## src/rtl/scarv_cop_malu_seq_pkg.sv

```systemverilog
// scarv_cop_malu_seq_pkg
// MP subclass codes and sequencer states.
package scarv_cop_malu_seq_pkg;

   localparam logic [3:0] MP_EQU  = 4'd0;
   localparam logic [3:0] MP_LTU  = 4'd1;
   localparam logic [3:0] MP_GTU  = 4'd2;
   localparam logic [3:0] MP_ADD3 = 4'd3;
   localparam logic [3:0] MP_ADD2 = 4'd4;
   localparam logic [3:0] MP_SUB3 = 4'd5;
   localparam logic [3:0] MP_SUB2 = 4'd6;
   localparam logic [3:0] MP_SLLI = 4'd7;
   localparam logic [3:0] MP_SRLI = 4'd8;
   localparam logic [3:0] MP_SLL  = 4'd9;
   localparam logic [3:0] MP_SRL  = 4'd10;
   localparam logic [3:0] MP_ACC2 = 4'd11;
   localparam logic [3:0] MP_ACC1 = 4'd12;
   localparam logic [3:0] MP_MAC  = 4'd13;

   typedef enum logic [1:0] {
      SEQ_IDLE = 2'd0,
      SEQ_EXEC = 2'd1,
      SEQ_RESP = 2'd2
   } seq_state_t;

   function automatic logic mp_legal(input logic [3:0] s);
      return s <= MP_MAC;
   endfunction

   function automatic logic mp_is_cmp(input logic [3:0] s);
      return s <= MP_GTU;
   endfunction

endpackage

```

## src/rtl/scarv_cop_malu_seq.sv

```systemverilog
// scarv_cop_malu_seq
// Issues one MP instruction to the MP-ALU and sequences its writeback.
module scarv_cop_malu_seq
   import scarv_cop_malu_seq_pkg::*;
#(
   parameter int CPR_AW = 4,
   parameter int WDOG   = 7
) (
   input  logic              g_clk,
   input  logic              g_reset,
   input  logic              id_valid,
   output logic              id_ready,
   input  logic [3:0]        id_subclass,
   input  logic [31:0]       id_imm,
   input  logic [CPR_AW-1:0] id_crs1,
   input  logic [CPR_AW-1:0] id_crs2,
   input  logic [CPR_AW-1:0] id_crs3,
   input  logic [CPR_AW-1:0] id_crd,
   output logic              malu_ivalid,
   input  logic              malu_idone,
   input  logic              malu_rdm_in_rs,
   output logic [31:0]       malu_imm,
   output logic [3:0]        malu_subclass,
   output logic [31:0]       malu_rs1,
   output logic [31:0]       malu_rs2,
   output logic [31:0]       malu_rs3,
   output logic [CPR_AW-1:0] cpr_ra1,
   output logic [CPR_AW-1:0] cpr_ra2,
   output logic [CPR_AW-1:0] cpr_ra3,
   input  logic [31:0]       cpr_rd1,
   input  logic [31:0]       cpr_rd2,
   input  logic [31:0]       cpr_rd3,
   input  logic [3:0]        malu_ben,
   input  logic [31:0]       malu_wdata,
   output logic              cpr_wen,
   output logic [CPR_AW-1:0] cpr_waddr,
   output logic [3:0]        cpr_wben,
   output logic [31:0]       cpr_wdata,
   output logic              rsp_valid,
   input  logic              rsp_ready,
   output logic [31:0]       rsp_data,
   output logic              rsp_err
);

   seq_state_t        state_q;
   seq_state_t        state_d;
   logic [3:0]        sub_q;
   logic [31:0]       imm_q;
   logic [CPR_AW-1:0] crs1_q;
   logic [CPR_AW-1:0] crs2_q;
   logic [CPR_AW-1:0] crs3_q;
   logic [CPR_AW-1:0] rdm_q;
   logic              wr_hi_q;
   logic [3:0]        wdog_q;
   logic [31:0]       rsp_data_q;
   logic              rsp_err_q;

   logic in_exec;
   logic wdog_hit;
   logic accept;
   logic rdm_sel;

   assign in_exec  = (state_q == SEQ_EXEC);
   assign wdog_hit = (wdog_q == 4'(WDOG));
   assign accept   = (state_q == SEQ_IDLE) && id_valid;
   assign rdm_sel  = in_exec && malu_rdm_in_rs;

   assign id_ready      = (state_q == SEQ_IDLE) && !g_reset;
   assign malu_ivalid   = in_exec && !wdog_hit;
   assign malu_imm      = imm_q;
   assign malu_subclass = sub_q;
   assign malu_rs1      = cpr_rd1;
   assign malu_rs2      = cpr_rd2;
   assign malu_rs3      = cpr_rd3;

   assign cpr_ra1 = crs1_q;
   assign cpr_ra2 = rdm_sel ? (rdm_q | CPR_AW'(1)) : crs2_q;
   assign cpr_ra3 = rdm_sel ? rdm_q : crs3_q;

   assign cpr_wen   = malu_ivalid && (|malu_ben);
   assign cpr_waddr = rdm_q | CPR_AW'(wr_hi_q);
   assign cpr_wben  = cpr_wen ? malu_ben : 4'h0;
   assign cpr_wdata = cpr_wen ? malu_wdata : 32'h0;

   assign rsp_valid = (state_q == SEQ_RESP);
   assign rsp_data  = rsp_data_q;
   assign rsp_err   = rsp_err_q;

   // Next-state selection: issue, execute with watchdog, hold response.
   always_comb begin
      state_d = state_q;
      unique case (state_q)
         SEQ_IDLE: begin
            if (id_valid) begin
               state_d = mp_legal(id_subclass) ? SEQ_EXEC : SEQ_RESP;
            end
         end
         SEQ_EXEC: begin
            if (wdog_hit || malu_idone) begin
               state_d = SEQ_RESP;
            end
         end
         SEQ_RESP: begin
            if (rsp_ready) begin
               state_d = SEQ_IDLE;
            end
         end
         default: state_d = SEQ_IDLE;
      endcase
   end

   // State, latched instruction fields, write-half toggle and response.
   always_ff @(posedge g_clk) begin
      if (g_reset) begin
         state_q    <= SEQ_IDLE;
         sub_q      <= '0;
         imm_q      <= '0;
         crs1_q     <= '0;
         crs2_q     <= '0;
         crs3_q     <= '0;
         rdm_q      <= '0;
         wr_hi_q    <= 1'b0;
         wdog_q     <= '0;
         rsp_data_q <= '0;
         rsp_err_q  <= 1'b0;
      end else begin
         state_q <= state_d;
         if (accept) begin
            sub_q      <= id_subclass;
            imm_q      <= id_imm;
            crs1_q     <= id_crs1;
            crs2_q     <= id_crs2;
            crs3_q     <= id_crs3;
            rdm_q      <= id_crd & ~CPR_AW'(1);
            wr_hi_q    <= 1'b0;
            wdog_q     <= '0;
            rsp_data_q <= '0;
            rsp_err_q  <= !mp_legal(id_subclass);
         end
         if (malu_ivalid) begin
            wdog_q <= wdog_q + 4'd1;
            if (cpr_wen) begin
               wr_hi_q <= !wr_hi_q;
            end
            if (malu_idone && mp_is_cmp(sub_q)) begin
               rsp_data_q <= {31'h0, malu_wdata[0]};
            end
         end
         if (in_exec && wdog_hit) begin
            rsp_err_q <= 1'b1;
         end
      end
   end

endmodule

```

## config.mk

```make
export PLATFORM = sky130hd
export DESIGN_NAME = scarv_cop_malu_seq
export DESIGN_NICKNAME = d
export VERILOG_FILES = /design/src/rtl/scarv_cop_malu_seq_pkg.sv /design/src/rtl/scarv_cop_malu_seq.sv
export SDC_FILE = /design/constraint.sdc
export NUM_CORES = 1
export LEC_CHECK = 0
export ABC_AREA = 1
export CAP_MARGIN = 10
export CORE_AREA = 5 5 156 158
export DETAILED_ROUTE_END_ITERATION = 6
export DIE_AREA = 0 0 161 163
export GPL_ROUTABILITY_DRIVEN = 0
export GPL_TIMING_DRIVEN = 0
export PLACE_DENSITY = 0.65
export RECOVER_POWER = 100
export SYNTH_ARGS = -nofsm -noshare
export SYNTH_HDL_FRONTEND = slang
export SYNTH_SLANG_ARGS = --single-unit
```

## constraint.sdc

```tcl
create_clock -name g_clk -period 2.7 [get_ports g_clk]
set_clock_uncertainty 0.2 [all_clocks]
set_input_delay 0.54 -clock g_clk [delete_from_list [all_inputs] [get_ports g_clk]]
set_output_delay 0.54 -clock g_clk [all_outputs]
set_load 0.02 [all_outputs]
```

* After elaboration in Yosys (flattened, before gate mapping)
Index checks and enable logic that the tools add are counted.
** Cells by class
- Add/sub/neg operators :: 1
- Multiply operators :: 0
- Div/mod/pow operators :: 0
- Magnitude comparators :: 2
- Equality and inequality tests :: 6
- Shifts and indexed selects :: 0
- Multiplexer cells :: 19
- Bitwise gates (word level) :: 1
- Reduce and logical (&&, ||, !) cells :: 17
** Operators by type and width (count)
- two-way mux 32 bit :: 4
- two-way mux 4 bit :: 5
- two-way mux 2 bit :: 4
- logical AND 1 bit :: 7
- one-hot mux 2 bit (3 select lines) :: 1
- two-way mux 1 bit :: 5
- adder 4 x 1 -> 4 bit (second input constant) :: 1
- equality test 4 x 3 -> 1 bit (second input constant) :: 1
- less-or-equal comparator 4 x 2 -> 1 bit (second input constant) :: 1
- less-or-equal comparator 4 bit (second input constant) :: 1
- zero test 1 bit :: 4
- inequality test 2 x 1 -> 1 bit (second input constant) :: 2
- bitwise OR 4 x 1 -> 4 bit :: 1
- nonzero test 2 bit :: 2
- OR reduction 4 bit :: 1
- AND reduction 3 bit :: 1
- equality test 2 x 1 -> 1 bit (second input constant) :: 1
- equality test 2 bit (second input constant) :: 1
- zero test 2 bit :: 1
- inequality test 2 bit (second input constant) :: 1
- logical OR 1 bit :: 1
** Storage, ports and cells
- Bits in registers :: 91
- Latch bits :: 0
- Memory bits (writable) :: 0
- Memory bits (read-only) :: 0
- Output and inout port bits :: 221
- Memories kept :: 0

* Longest topological paths before layout
- Depth in word-level cells :: 6
- Mapped depth :: 8
- Depth with buffers taken out :: 8

* Worst setup path after synthesis
No wires, ideal clock.
- Path type :: register -> output
- Start point :: reg wdog_q[0]
- End point :: out cpr_wdata[22]
- Arrival time :: 1.420 ns
- Data required time :: 1.960 ns
- Setup slack :: 0.540 ns
- Stages on the path, launching flop included :: 8
- Buffers on the path :: 1
- Cell sequence :: dfxtp_1 > ha_1 > nand2_1 > nor2_1 > nor2_4 > nand2_4 > buf_6 > nor2_1
** Between the ends
- Cells in the longest elaborated chain, start to end :: 5
** RTL lines
- start: declaration :: RTL line scarv_cop_malu_seq.sv:54 : logic [3:0] wdog_q;
- start signal: assignment :: RTL line scarv_cop_malu_seq.sv:141 : wdog_q <= wdog_q + 4'd1;
- equality test 4 x 3 -> 1 bit :: RTL line scarv_cop_malu_seq.sv:64 : assign wdog_hit = (wdog_q == 4'(WDOG));
- zero test 1 bit :: RTL line scarv_cop_malu_seq.sv:69 : assign malu_ivalid = in_exec && !wdog_hit;
- logical AND 1 bit :: RTL line scarv_cop_malu_seq.sv:69
- via malu_ivalid :: RTL line scarv_cop_malu_seq.sv:19 : output logic malu_ivalid,
- logical AND 1 bit :: RTL line scarv_cop_malu_seq.sv:80 : assign cpr_wen = malu_ivalid && (|malu_ben);
- two-way mux 32 bit :: RTL line scarv_cop_malu_seq.sv:83 : assign cpr_wdata = cpr_wen ? malu_wdata : 32'h0;
- end: declaration :: RTL line scarv_cop_malu_seq.sv:38 : output logic [31:0] cpr_wdata,
The timed path passes the listed nets, and every way through them passes these cells.

* Worst setup path after layout
- Start point :: in malu_ben[3]
- End point :: out cpr_wen
** Between the ends
- Cells in the longest elaborated chain, start to end :: 2
** RTL lines
- start: declaration :: RTL line scarv_cop_malu_seq.sv:33 : input logic [3:0] malu_ben,
- OR reduction 4 bit :: RTL line scarv_cop_malu_seq.sv:80
- logical AND 1 bit :: RTL line scarv_cop_malu_seq.sv:80
- end: declaration :: RTL line scarv_cop_malu_seq.sv:35 : output logic cpr_wen,
No other way between the ends.

==> flow_summary.json <==
{
  "status": "finished clean",
  "avgViaCountPerCell": 3.87,
  "hpwl_um": 15400,
  "synth_edf_count": 0,
  "synthTopCellsByArea": "dfxtp_1, buf_4, nor2_1",
  "grt_overflow": 0,
  "worstHoldStart": "rsp_data[11]$_SDFF_PP0_",
  "start_kind": "input port",
  "fp-row-count": 56,
  "synth_seq_cells": 91,
  "fin_nets": 1086,
  "cts_root_buffer": "clkbuf_16",
  "grt_usage_pct": 12.8,
  "cts_max_level": 3,
  "dpl_worst_slack_ns": -0.592,
  "finalCritPeriodShare_pct": 97.4,
  "p_total_mw": 5.18,
  "start_util_pct": 19.0,
  "setup_slack_ns": 0.0702,
  "hold_end": "rsp_data[11]$_SDFF_PP0_",
  "grt_pass1_wl_um": 25800,
  "syn_area_per_cell_um2": 7.70,
  "yosys.area.top_type": "dfxtp_1",
  "critPathKind": "in -> out",
  "clockBufferDepth": 2,
  "crit_buf_inv": 5,
  "ant_nets": 0,
  "whs_path_depth": 1,
  "path_delay_family": "buffers and inverters",
  "antenna_found_initial": 5,
  "stdcell_area_um2": 7970,
  "rsz0062_at_grt": "false",
  "setup_violations": 0,
  "maxCapViolCount": 0,
  "grt_pass1_vias": 4494,
  "place_inst": 1169,
  "ioPinCount": 411,
  "reg2reg_depth": 6,
  "reg2reg_to": "malu_imm[22]$_SDFFE_PP0P_",
  "path_cells": "clkdlybuf4s50_1 -> inv_1 -> nand4_1 -> nand2_4 -> buf_6 -> inv_1 -> clkdlybuf4s15_2",
  "hold_viol_final": 0,
  "crit_arrival_ns": 1.89,
  "syn_inst": 566,
  "ff2ff_setup_slack_ns": 0.66,
  "critPathMaxFanout": 10,
  "setup-tns-final_ns": 0,
  "placed_area_um2": 7860,
  "drc": 0,
  "synthDistinctLibCells": 21,
  "worstSkewPairLatency_ns": 0.34,
  "port_buffers": 313,
  "reg2reg_from": "state_q[1]$_SDFFE_PP0P_",
  "synth_nets": 757,
  "clkSlewWorstSetupHoldPaths_ns": 0.07,
  "synth_top_area_share_pct": 41.8,
  "p_leak_nw": 3.79,
  "hold_path.class": "reg -> reg",
  "numCtsBuffers": 9,
  "vdd_ir_drop_max_mv": 0.254,
  "drt_wl_total_um": 18000,
  "async_flop_share_pct": 0,
  "cp.required_ns": 1.96,
  "worst_path_largest_cell_delay_ns": 0.45,
  "ys.flop_type": "dfxtp_1",
  "worstMarginPinSlew_ns": 0.608,
  "area_growth_pct": 82.8,
  "layout.cells.non_filler": 1191,
  "drive_gt1_share_pct": 20.0,
  "synth_common_cells": "nor2_1, buf_4, dfxtp_1, o21ai_0, inv_1",
  "die_h_um": 163,
  "slew_violations": 0,
  "yosys_warnings": 0,
  "crit_path_frequent_cell": "inv_1",
  "crit_slowest_cell": "clkdlybuf4s50_1",
  "finalCriticalPeriod_ns": 2.63,
  "grt_start_max_net_pins": 19,
  "vias": 4615,
  "drt_iter0_markers": 80,
  "cts_tree": "yes",
  "critPathCaptureType": "primary output",
  "wl_per_cell_um": 15.1,
  "yosysSeqAreaShare_pct": 41.8,
  "power_density_nw_per_um2": 650,
  "cts_sinks": 91,
  "dieArea_um2": 26200,
  "netlist_area_um2": 4360,
  "whs_ns": 0.269,
  "synth.most_common_cell": "nor2_1",
  "coreArea_um2": 23000,
  "die_w_um": 161,
  "slew-limit-headroom_pct": 59.5,
  "drt_pass1_iterations": 4,
  "final_core_util_pct": 34.7,
  "max_freq_mhz": 380
}
## worst max path at each step
stage / start / end / slack, ns / cells past startpoint
global placement: malu_ben[3] / cpr_wdata[19] / -0.59 / 7
floorplan: wdog_q[0]$_SDFFE_PP0P_ / cpr_wdata[22] / 0.54 / 7
detailed placement: malu_ben[3] / cpr_wdata[19] / -0.59 / 7
CTS: wdog_q[0]$_SDFFE_PP0P_ / cpr_wdata[19] / -0.06 / 8
finish: malu_ben[3] / cpr_wen / 0.07 / 7
global route: wdog_q[0]$_SDFFE_PP0P_ / cpr_wen / 0.002 / 8
## flip-flops by register name (all words and copies together) (netlist names)
register / cells
crs2_q: 4
state_q: 2
rsp_err: 1
malu_subclass: 4
wdog_q: 4
crs3_q: 4
cpr_ra1: 4
wr_hi_q: 1
malu_imm: 32
rsp_data: 32
rdm_q: 3
## kinds of logic (layout without fill, tap and decap cells)
logic type	count (synthesis)	count (layout)	share of synthesized area, %
buffers and inverters	174	507	25.5
DFF	91	91	41.8
adders and majority gates	1	1	0.287
AOI/OAI and AO/OA	62	62	7.12
and+or+nand+nor	238	239	25.3
other	0	1	0
## timing repair
action,4_1_cts,5_1_grt
buffers inserted,4,0
endpoints found under the setup margin,46,40
pin swaps,4,1
gates cloned,1,0
hold buffers,0,0
resized for setup,118,37
endpoints found under the hold margin,0,0
## placed cells by master, fill, tap and decap left out, types with 6 or more instances in the layout
cell type / instances
buf_2: 12
a21oi_1: 6
nor2_1: 146
clkbuf_1: 14
dlygate4sd3_1: 176
inv_1: 49
buf_6: 7
buf_4: 102
o21ai_0: 56
nand2_1: 40
clkbuf_2: 26
dfxtp_1: 90
dlygate4sd2_1: 10
clkbuf_16: 9
clkdlybuf4s50_1: 91
nand3_1: 11
nor3b_1: 29
## metal layers
metal / up-vias / GRT usage [%] / part of all wire [%]
li1: 2317 / - / -
met1: 2040 / 11.9 / 33
met2: 232 / 24.7 / 54
met3: 18 / 6.71 / 12
met4: 8 / 3.22 / 0.72
met5: - / 0 / 0.33
## layout make-up
class / instances / area [um2]
clock inverter: 7 / 68.8
timing repair buffer: 317 / 2990
buffer: 123 / 890
tap: 290 / 363
antenna: 1 / 2.50
sequential: 91 / 1820
multi-input combinational: 302 / 1420
inverter: 51 / 191
fill: 2488 / 15000
clock buffer: 9 / 225
## where the power goes
| part | internal, mW | switching, mW |
|---|---|---|
| combinational | 0.938 | 1.32 |
| sequential | 1.54 | 0.122 |
| clock | 0.652 | 0.607 |
Note: power is estimated with default switching activity, not from simulation.
